**config.mk**
```make
export PLATFORM = sky130hd
export DESIGN_NAME = posit_decode_pipe
export DESIGN_NICKNAME = d
export VERILOG_FILES = /design/src/rtl/posit_pkg.sv /design/src/rtl/posit_regime_lzd.sv /design/src/rtl/posit_decode_pipe.sv
export SDC_FILE = /design/constraint.sdc
export NUM_CORES = 1
export LEC_CHECK = 0
export CAP_MARGIN = 20
export CORE_UTILIZATION = 55
export DETAILED_ROUTE_END_ITERATION = 7
export PLACE_DENSITY_LB_ADDON = 0.25
export SETUP_SLACK_MARGIN = 0.05
export SYNTH_ARGS = -nofsm -noshare
export SYNTH_HDL_FRONTEND = slang
export SYNTH_SLANG_ARGS = --single-unit
```
**constraint.sdc**
```tcl
create_clock -name clk -period 8.6 [get_ports clk]
set_clock_uncertainty 0.2 [all_clocks]
set_input_delay 1.72 -clock clk [delete_from_list [all_inputs] [get_ports clk]]
set_output_delay 1.72 -clock clk [all_outputs]
set_load 0.1 [all_outputs]
```
**src/rtl/posit_pkg.sv**
```systemverilog
// Shared posit helpers: field widths, the NaR bit pattern and a decoded-field
// record sized for the default 16-bit / ES=3 configuration.
package posit_pkg;

  localparam int POSIT_N  = 16;
  localparam int POSIT_ES = 3;

  // Width of the signed combined scale k*2^ES + e.
  function automatic int scale_w(input int n, input int es);
    return $clog2(n) + es + 1;
  endfunction

  // Width of the left-aligned fraction; never narrower than one bit.
  function automatic int frac_w(input int n, input int es);
    return (n - 3 - es > 0) ? n - 3 - es : 1;
  endfunction

  // NaR is a one in the sign position followed by zeros (valid for n <= 64).
  function automatic logic [63:0] nar_pattern(input int n);
    return 64'd1 << (n - 1);
  endfunction

  localparam int POSIT_SCALE_W = scale_w(POSIT_N, POSIT_ES);
  localparam int POSIT_FRAC_W  = frac_w(POSIT_N, POSIT_ES);

  typedef struct packed {
    logic                            sign;
    logic                            zero;
    logic                            nar;
    logic signed [POSIT_SCALE_W-1:0] scale;
    logic [POSIT_FRAC_W-1:0]         frac;
  } posit_fields_t;

endpackage

```
**src/rtl/posit_regime_lzd.sv**
```systemverilog
// Leading run detector for the posit regime field. Looks at the magnitude word
// below its top bit, measures the run of identical bits, and returns the bits
// that follow the run terminator shifted up to the MSB. Purely combinational.
module posit_regime_lzd
  import posit_pkg::*;
#(
  parameter  int N    = 16,
  localparam int RL_W = $clog2(N)
) (
  input  logic [N-1:0]    abs_in,
  output logic [RL_W-1:0] run_len,
  output logic            polarity,
  output logic [N-2:0]    remainder
);

  logic [N-2:0] body;
  logic [N-2:0] diff;
  logic [RL_W:0] shamt;
  logic unused_msb;

  // The magnitude's top bit is only set for NaR, which the caller flags separately.
  assign unused_msb = abs_in[N-1];
  assign body       = abs_in[N-2:0];
  assign polarity   = body[N-2];

  // Mark every bit that differs from the run polarity.
  for (genvar gi = 0; gi < N - 1; gi++) begin : g_diff
    assign diff[gi] = body[gi] ^ polarity;
  end

  // The highest differing bit terminates the run; no such bit means the run fills the word.
  always_comb begin
    run_len = RL_W'(N - 1);
    for (int i = 0; i <= N - 3; i++) begin
      if (diff[i]) run_len = RL_W'(N - 2 - i);
    end
  end

  // Skip the run plus its terminator; the extra shift bit keeps a full-word run from wrapping.
  assign shamt     = {1'b0, run_len} + (RL_W + 1)'(1);
  assign remainder = body << shamt;

endmodule

```
**src/rtl/posit_decode_pipe.sv**
```systemverilog
// Two-stage pipelined posit field decoder with valid/ready handshakes.
// Stage 1 captures sign, zero/NaR flags and the magnitude; stage 2 splits the
// regime, exponent and fraction. Optional feature macro: POSIT_DECODE_STATS_EN
// adds saturating NaR/zero transfer counters.
module posit_decode_pipe
  import posit_pkg::*;
#(
  parameter  int N       = 16,
  parameter  int ES      = 3,
  localparam int FRAC_W  = frac_w(N, ES),
  localparam int SCALE_W = scale_w(N, ES)
) (
  input  logic                      clk,
  input  logic                      rst_n,
  input  logic                      in_valid,
  output logic                      in_ready,
  input  logic [N-1:0]              in_data,
  output logic                      out_valid,
  input  logic                      out_ready,
  output logic                      out_sign,
  output logic                      out_zero,
  output logic                      out_nar,
  output logic signed [SCALE_W-1:0] out_scale,
  output logic [FRAC_W-1:0]         out_frac
`ifdef POSIT_DECODE_STATS_EN
  ,
  output logic [15:0]               stat_nar_cnt,
  output logic [15:0]               stat_zero_cnt
`endif
);

  localparam int RL_W  = $clog2(N);
  localparam int EXP_W = (ES > 0) ? ES : 1;
  localparam logic [63:0]  NAR_WIDE = nar_pattern(N);
  localparam logic [N-1:0] NAR_WORD = NAR_WIDE[N-1:0];

  // Stage 1 state
  logic         s1_valid_q, s1_valid_d;
  logic         s1_sign_q, s1_sign_d;
  logic         s1_zero_q, s1_zero_d;
  logic         s1_nar_q, s1_nar_d;
  logic [N-1:0] s1_abs_q, s1_abs_d;

  // Stage 2 state (drives the outputs directly)
  logic                      s2_valid_q, s2_valid_d;
  logic                      s2_sign_q, s2_sign_d;
  logic                      s2_zero_q, s2_zero_d;
  logic                      s2_nar_q, s2_nar_d;
  logic signed [SCALE_W-1:0] s2_scale_q, s2_scale_d;
  logic [FRAC_W-1:0]         s2_frac_q, s2_frac_d;

  logic s2_load;
  logic s1_advance;

  logic [RL_W-1:0]           run_len;
  logic                      polarity;
  logic [N-2:0]              remainder;
  logic [EXP_W-1:0]          exp_bits;
  logic [FRAC_W-1:0]         frac_bits;
  logic signed [SCALE_W-1:0] run_ext;
  logic signed [SCALE_W-1:0] k_val;
  logic signed [SCALE_W-1:0] scale_calc;
  logic                      unused_rem;

  // Stage 2 can take new data when empty or when its contents leave this cycle.
  assign s2_load    = !s2_valid_q || out_ready;
  assign s1_advance = s1_valid_q && s2_load;
  assign in_ready   = !s1_valid_q || s1_advance;

  posit_regime_lzd #(.N(N)) u_lzd (
    .abs_in    (s1_abs_q),
    .run_len   (run_len),
    .polarity  (polarity),
    .remainder (remainder)
  );

  assign unused_rem = ^remainder;

  if (ES > 0) begin : g_exp
    assign exp_bits  = remainder[N-2 -: ES];
    assign frac_bits = remainder[N-2-ES -: FRAC_W];
  end else begin : g_no_exp
    assign exp_bits  = '0;
    assign frac_bits = remainder[N-2 -: FRAC_W];
  end

  // Regime value: a ones run of length r means k = r-1, a zeros run means k = -r.
  always_comb begin
    run_ext    = SCALE_W'(run_len);
    k_val      = polarity ? (run_ext - SCALE_W'(1)) : -run_ext;
    scale_calc = (k_val <<< ES) + SCALE_W'(exp_bits);
  end

  // Stage 1 next state: capture flags and two's-complement magnitude on acceptance.
  always_comb begin
    s1_valid_d = s1_valid_q;
    s1_sign_d  = s1_sign_q;
    s1_zero_d  = s1_zero_q;
    s1_nar_d   = s1_nar_q;
    s1_abs_d   = s1_abs_q;
    if (in_ready) begin
      s1_valid_d = in_valid;
      if (in_valid) begin
        s1_sign_d = in_data[N-1];
        s1_zero_d = (in_data == '0);
        s1_nar_d  = (in_data == NAR_WORD);
        s1_abs_d  = in_data[N-1] ? -in_data : in_data;
      end
    end
  end

  // Stage 2 next state: load decoded fields; zero and NaR report empty scale and fraction.
  always_comb begin
    s2_valid_d = s2_valid_q;
    s2_sign_d  = s2_sign_q;
    s2_zero_d  = s2_zero_q;
    s2_nar_d   = s2_nar_q;
    s2_scale_d = s2_scale_q;
    s2_frac_d  = s2_frac_q;
    if (s2_load) begin
      s2_valid_d = s1_valid_q;
      if (s1_valid_q) begin
        s2_sign_d  = s1_sign_q;
        s2_zero_d  = s1_zero_q;
        s2_nar_d   = s1_nar_q;
        s2_scale_d = (s1_zero_q || s1_nar_q) ? '0 : scale_calc;
        s2_frac_d  = (s1_zero_q || s1_nar_q) ? '0 : frac_bits;
      end
    end
  end

  // Pipeline registers; reset discards anything in flight.
  always_ff @(posedge clk) begin
    if (!rst_n) begin
      s1_valid_q <= 1'b0;
      s1_sign_q  <= 1'b0;
      s1_zero_q  <= 1'b0;
      s1_nar_q   <= 1'b0;
      s1_abs_q   <= '0;
      s2_valid_q <= 1'b0;
      s2_sign_q  <= 1'b0;
      s2_zero_q  <= 1'b0;
      s2_nar_q   <= 1'b0;
      s2_scale_q <= '0;
      s2_frac_q  <= '0;
    end else begin
      s1_valid_q <= s1_valid_d;
      s1_sign_q  <= s1_sign_d;
      s1_zero_q  <= s1_zero_d;
      s1_nar_q   <= s1_nar_d;
      s1_abs_q   <= s1_abs_d;
      s2_valid_q <= s2_valid_d;
      s2_sign_q  <= s2_sign_d;
      s2_zero_q  <= s2_zero_d;
      s2_nar_q   <= s2_nar_d;
      s2_scale_q <= s2_scale_d;
      s2_frac_q  <= s2_frac_d;
    end
  end

  assign out_valid = s2_valid_q;
  assign out_sign  = s2_sign_q;
  assign out_zero  = s2_zero_q;
  assign out_nar   = s2_nar_q;
  assign out_scale = s2_scale_q;
  assign out_frac  = s2_frac_q;

`ifdef POSIT_DECODE_STATS_EN
  logic [15:0] nar_cnt_q, nar_cnt_d;
  logic [15:0] zero_cnt_q, zero_cnt_d;
  logic        out_fire;

  assign out_fire = s2_valid_q && out_ready;

  // Count completed output transfers per flag, saturating at all-ones.
  always_comb begin
    nar_cnt_d  = nar_cnt_q;
    zero_cnt_d = zero_cnt_q;
    if (out_fire && s2_nar_q && (nar_cnt_q != 16'hFFFF))
      nar_cnt_d = nar_cnt_q + 16'd1;
    if (out_fire && s2_zero_q && (zero_cnt_q != 16'hFFFF))
      zero_cnt_d = zero_cnt_q + 16'd1;
  end

  // Counter registers.
  always_ff @(posedge clk) begin
    if (!rst_n) begin
      nar_cnt_q  <= '0;
      zero_cnt_q <= '0;
    end else begin
      nar_cnt_q  <= nar_cnt_d;
      zero_cnt_q <= zero_cnt_d;
    end
  end

  assign stat_nar_cnt  = nar_cnt_q;
  assign stat_zero_cnt = zero_cnt_q;
`endif

endmodule
```
# Word level (Yosys, flattened, before mapping)
# Index checks and enable logic that the tools add are counted.
# totals
regBits	41
latch_bits	0
ramBits	0
romBits	0
in_bits	20
output_inout_bits	23
word_cells	59
n_memories	0
# classes
add_sub_neg	5
mul	0
n_div	0
n_lt_le_gt_ge	0
eq_ne	1
n_shift	1
mux	18
bitwise_logic	14
reduce_logical	9
# op_table
op	n
$mux W4	7
$eq A16 B16 Y1 const B	1
$logic_not A16 Y1	1
$mux W15	1
$neg A15 Y15	1
$shl A15 B5 Y15	1
$xor A1 B1 Y1	14
$mux W3	4
$mux W10	1
$add A8 B3 Y8	1
$mux W8	1
$add A4 B1 Y5 const B	1
$mux W5	1
$neg A4 Y5	1
$sub A4 B1 Y5 const B	1
$mux W2	2
$reduce_and A2 Y1	2
$logic_or A1 B1 Y1	3
$logic_not A1 Y1	2
$logic_and A1 B1 Y1	1
$mux W1	1

# Depth between registers and ports, before layout
# depth
depth_word	19
ltp_mapped	15
ltp_nobuf	12

# By module
# A second synthesis with hierarchy kept.
# unflattened
cells_unflattened	382
area_unflattened_um2	3141.8
# by_module_without_submodules
mod	instances	cells_each	area_each_um2	seq_area_each_um2
posit_decode_pipe	1	206	1891.8	840.8
posit_regime_lzd	1	176	1249.9	0.0

# Worst setup path after synthesis
# Ideal clock, no wire load.
# synth_timing
path_type	input -> output
start	input port out_ready
end	output port in_ready
arrival_time_ps	2490
t_required_ps	6680
slack_ps	4190
stages	2
path_buffers	0
cell_sequence	nor2b_1 > nand2_1
# synth_via
elab_chain_len	3
# synth_rtl
item	line_no	rtl
start: declaration	posit_decode_pipe.sv:19	input logic out_ready,
$logic_or A1 B1 Y1	posit_decode_pipe.sv:66	assign s2_load = !s2_valid_q || out_ready;
$logic_and A1 B1 Y1	posit_decode_pipe.sv:67	assign s1_advance = s1_valid_q && s2_load;
$logic_or A1 B1 Y1	posit_decode_pipe.sv:68	assign in_ready = !s1_valid_q || s1_advance;
end: declaration	posit_decode_pipe.sv:16	output logic in_ready,
# Every way passes these cells.

# Final worst setup path
# Same ends and word-level chain as after synthesis.

==> key figures <==
Logic synthesis
  • Net Count, Synth: about 400
  • Most instantiated cells after synthesis: nand2_1 (53), dfxtp_1 (41), nor2_1 (28)
  • Synth area leaders: dfxtp_1 (28%), mux2i_1 (8.1%), nand2_1 (6.7%)
  • Post-synthesis sequential area ratio: 27.6%
  • Asr flop ratio synth: 0%
  • Post-synth EDFFs: 0
  • Top-count cell post-synth: nand2_1
  • Top cell type's share of synthesized area: between 20 and 30%
  • Top_reg_cell synth: dfxtp_1
  • Post-Synthesis Cell Area: 0.00298 sq mm
  • Netlist cell types: 65
  • Post-synth top area cell: dfxtp_1
  • Synthesized flop and latch total: 41
  • Cell count after synthesis: between 300 and 400
  • Yosys warns: 0
  • Synthesized area per cell: approximately 8.0 sq um

STA
  • Setup TNS: 0 ps
  • Upper clock frequency limit: ~190 MHz
  • Final min period: 5380 ps
  • Hold Fails Final Rpt: 0
  • RSZ-0062 raised after global routing: false
  • Worst rel slew slack: ~34%
  • Worst-margin pin slew: a little under 1000 ps
  • Setup violators final: 0
  • Hold Worst Slack: 256 ps
  • Fin. max-slew vios: 0
  • Period utilization: a little over three fifths

GRT
  • Largest net degree at the start of global routing: 31
  • Initial antenna violation count: 0
  • GR Util met3: about 4.9%
  • Met1 usage: approximately a third
  • GR Util met2: between 40% and 50%
  • Busiest grt layer: met2
  • Grt ovf: 0
  • Number of global-route vias before repair: ~2.4k
  • Total global-route track usage: 24.7%
  • Wire length of the first global-routing pass: around 11 mm

Floorplanning
  • Die height: between 70 and 80 um
  • Rows: 26
  • Starting density of the core: between 50% and 60%
  • Num ports: between 40 and 50
  • Core box area: 0.00517 sq mm
  • Die ar.: 0.00571 sq mm
  • Die X-Extent: between 70 and 80 um

Detailed routing
  • DRT Pass-1 Iters: 5
  • Routed Antenna Nets: 0
  • DR vias/cell: roughly 6.0
  • Drt first-iter violations: around 240
  • Wire length per cell: ~15 um
  • Total Routed Length: 6.71 mm
  • Via count: about 2.8k
  • # DRC: 0

Finish
  • Final #Nets: 416
  • Synthesis-to-finish area growth: 14.2%
  • Antenna Cells: 0
  • Final Util: 65.8%
  • Layout filler cell count: 460
  • Final Cell Area: ~0.0034 sq mm
  • Layout cells sized above 1: slightly above 6%

Place
  • Gp weighted congestion: about 0.86
  • Post-placement cell area: 0.00332 sq mm
  • Buffers added on ports: 42
  • Detail Placement HPWL: 4.90 mm

Hold path
  • Hold Path Class: reg2reg

Clocking
  • H-tree levels: 2
  • Worst-path clk slew: ~80 ps
  • Post-CTS setup buffers: 0
  • Post_cts resized: 0
  • Cts hold-fix bufs: 0
  • CTS tree: yes
  • TritonCTS Buffers: 5
  • CTS max path bufs: 2
  • Clk_lat worst skew: 300 ps
  • Clk root buf: clkbuf_8
  • Clock sink count: 41

Setup path
  • Crit path launch type: primary input
  • Critical Path RT: about 6700 ps
  • Crit path max fanout: 4
  • CP endpoint kind: primary output
  • Worst Path Arrival: approximately 3500 ps
  • Crit Path Category: in2out

Power
  • Lkg Pwr: between 1 and 1.5 nW
  • Power Dens Cells: slightly below 200 mW/mm^2
  • Total power: around 660 uW
  • Maximum vdd drop: 0.109 mV

Run
  • MaxCap Viol Count: 0

Run status
  • Run status: finished clean
==> worst paths after layout <==
check | from | end | slack, ps | cells past startpoint
setup / recovery | out_ready | in_ready | 3220 | 4
hold / removal | out_frac[4]$_SDFFE_PN0P_ | out_frac[4]$_SDFFE_PN0P_ | 260 | 2
setup reg to reg | s1_abs_q[14]$_SDFFE_PN0P_ | out_scale[0]$_SDFFE_PN0P_ | 4100 | 10
hold reg to reg | out_frac[4]$_SDFFE_PN0P_ | out_frac[4]$_SDFFE_PN0P_ | 260 | 2
==> worst max-delay path: stages <==
cell and delay [ps]:
clkdlybuf4s50_1 450, nor2b_1 60, nand2_1 100, clkdlybuf4s50_1 1130
==> stage by stage <==
step / std cells / setup WS, ps
finish: 462 / 3220
CTS: 462 / 3210
global placement: 455 / 3210
global route: 462 / 3100
floorplan: 371 / 4190
detailed placement: 455 / 3210
==> routing by layer <==
| metal | part of all wire (%) | vias up |
|---|---|---|
| met1 | 43 | 1298 |
| met2 | 49 | 74 |
| met5 | 0 | - |
| met4 | 2.4 | 0 |
| li1 | - | 1376 |
| met3 | 4.6 | 14 |
==> cell type report <==
cell class	count	area, sq um	share of cell area [%]
flip-flops and latches	41	821	24.1
clock buffers	6	72.6	2.13
well taps	70	87.6	2.57
clock inverters	1	8.76	0.257
repair buffers	42	420	12.4
multi-input cells	291	1950	57.3
inverters	11	41.3	1.21
==> logic make-up (layout without fill, tap and decap cells) <==
group                      after synthesis  in the layout  share of synthesized area (%)
buffers and inverters                   39             60                           6.93
AOI/OAI and AO/OA                       90             90                           22.9
and+or+nand+nor                        150            150                           24.7
muxes                                   25             25                           8.45
adders and majority gates                5              5                           2.02
DFF                                     41             41                           27.6
xor gates and xnor gates                21             21                           7.44
==> power breakdown <==
part / internal (mW) / switching (mW) / total [mW]
logic: 0.108 / 0.201 / 0.309
clock network: 0.0563 / 0.0691 / 0.125
registers: 0.205 / 0.0221 / 0.227
total: 0.369 / 0.292 / 0.661
==> layout by cell type, fill, tap and decap left out, drive strengths merged, types with 4 or more instances in the layout <==
| cell | count |
|---|---|
| a21oi | 18 |
| nand2b | 6 |
| a22oi | 4 |
| xnor2 | 5 |
| and3 | 4 |
| nand2 | 53 |
| xor2 | 16 |
| nor2 | 28 |
| nor2b | 5 |
| dfxtp | 41 |
| o31ai | 4 |
| o21ai | 16 |
| nor3 | 16 |
| nand3 | 7 |
| o211a | 10 |
| and2 | 7 |
| inv | 9 |
| clkbuf | 6 |
| mux2i | 24 |
| nand4 | 7 |
| a211oi | 7 |
| ha | 4 |
| or4 | 4 |
| o211ai | 5 |
| clkdlybuf4s50 | 42 |
| or3 | 4 |
==> flip-flops by register name (all words and copies together), names as in the netlist <==
signal      flops
s1_zero_q       1
out_scale       8
out_frac       10
out_sign        1
out_zero        1
s1_valid_q      1
out_nar         1
s1_abs_q       15
s1_nar_q        1
s1_sign_q       1
out_valid       1
No activity file was read; power rests on OpenSTA's default activity.
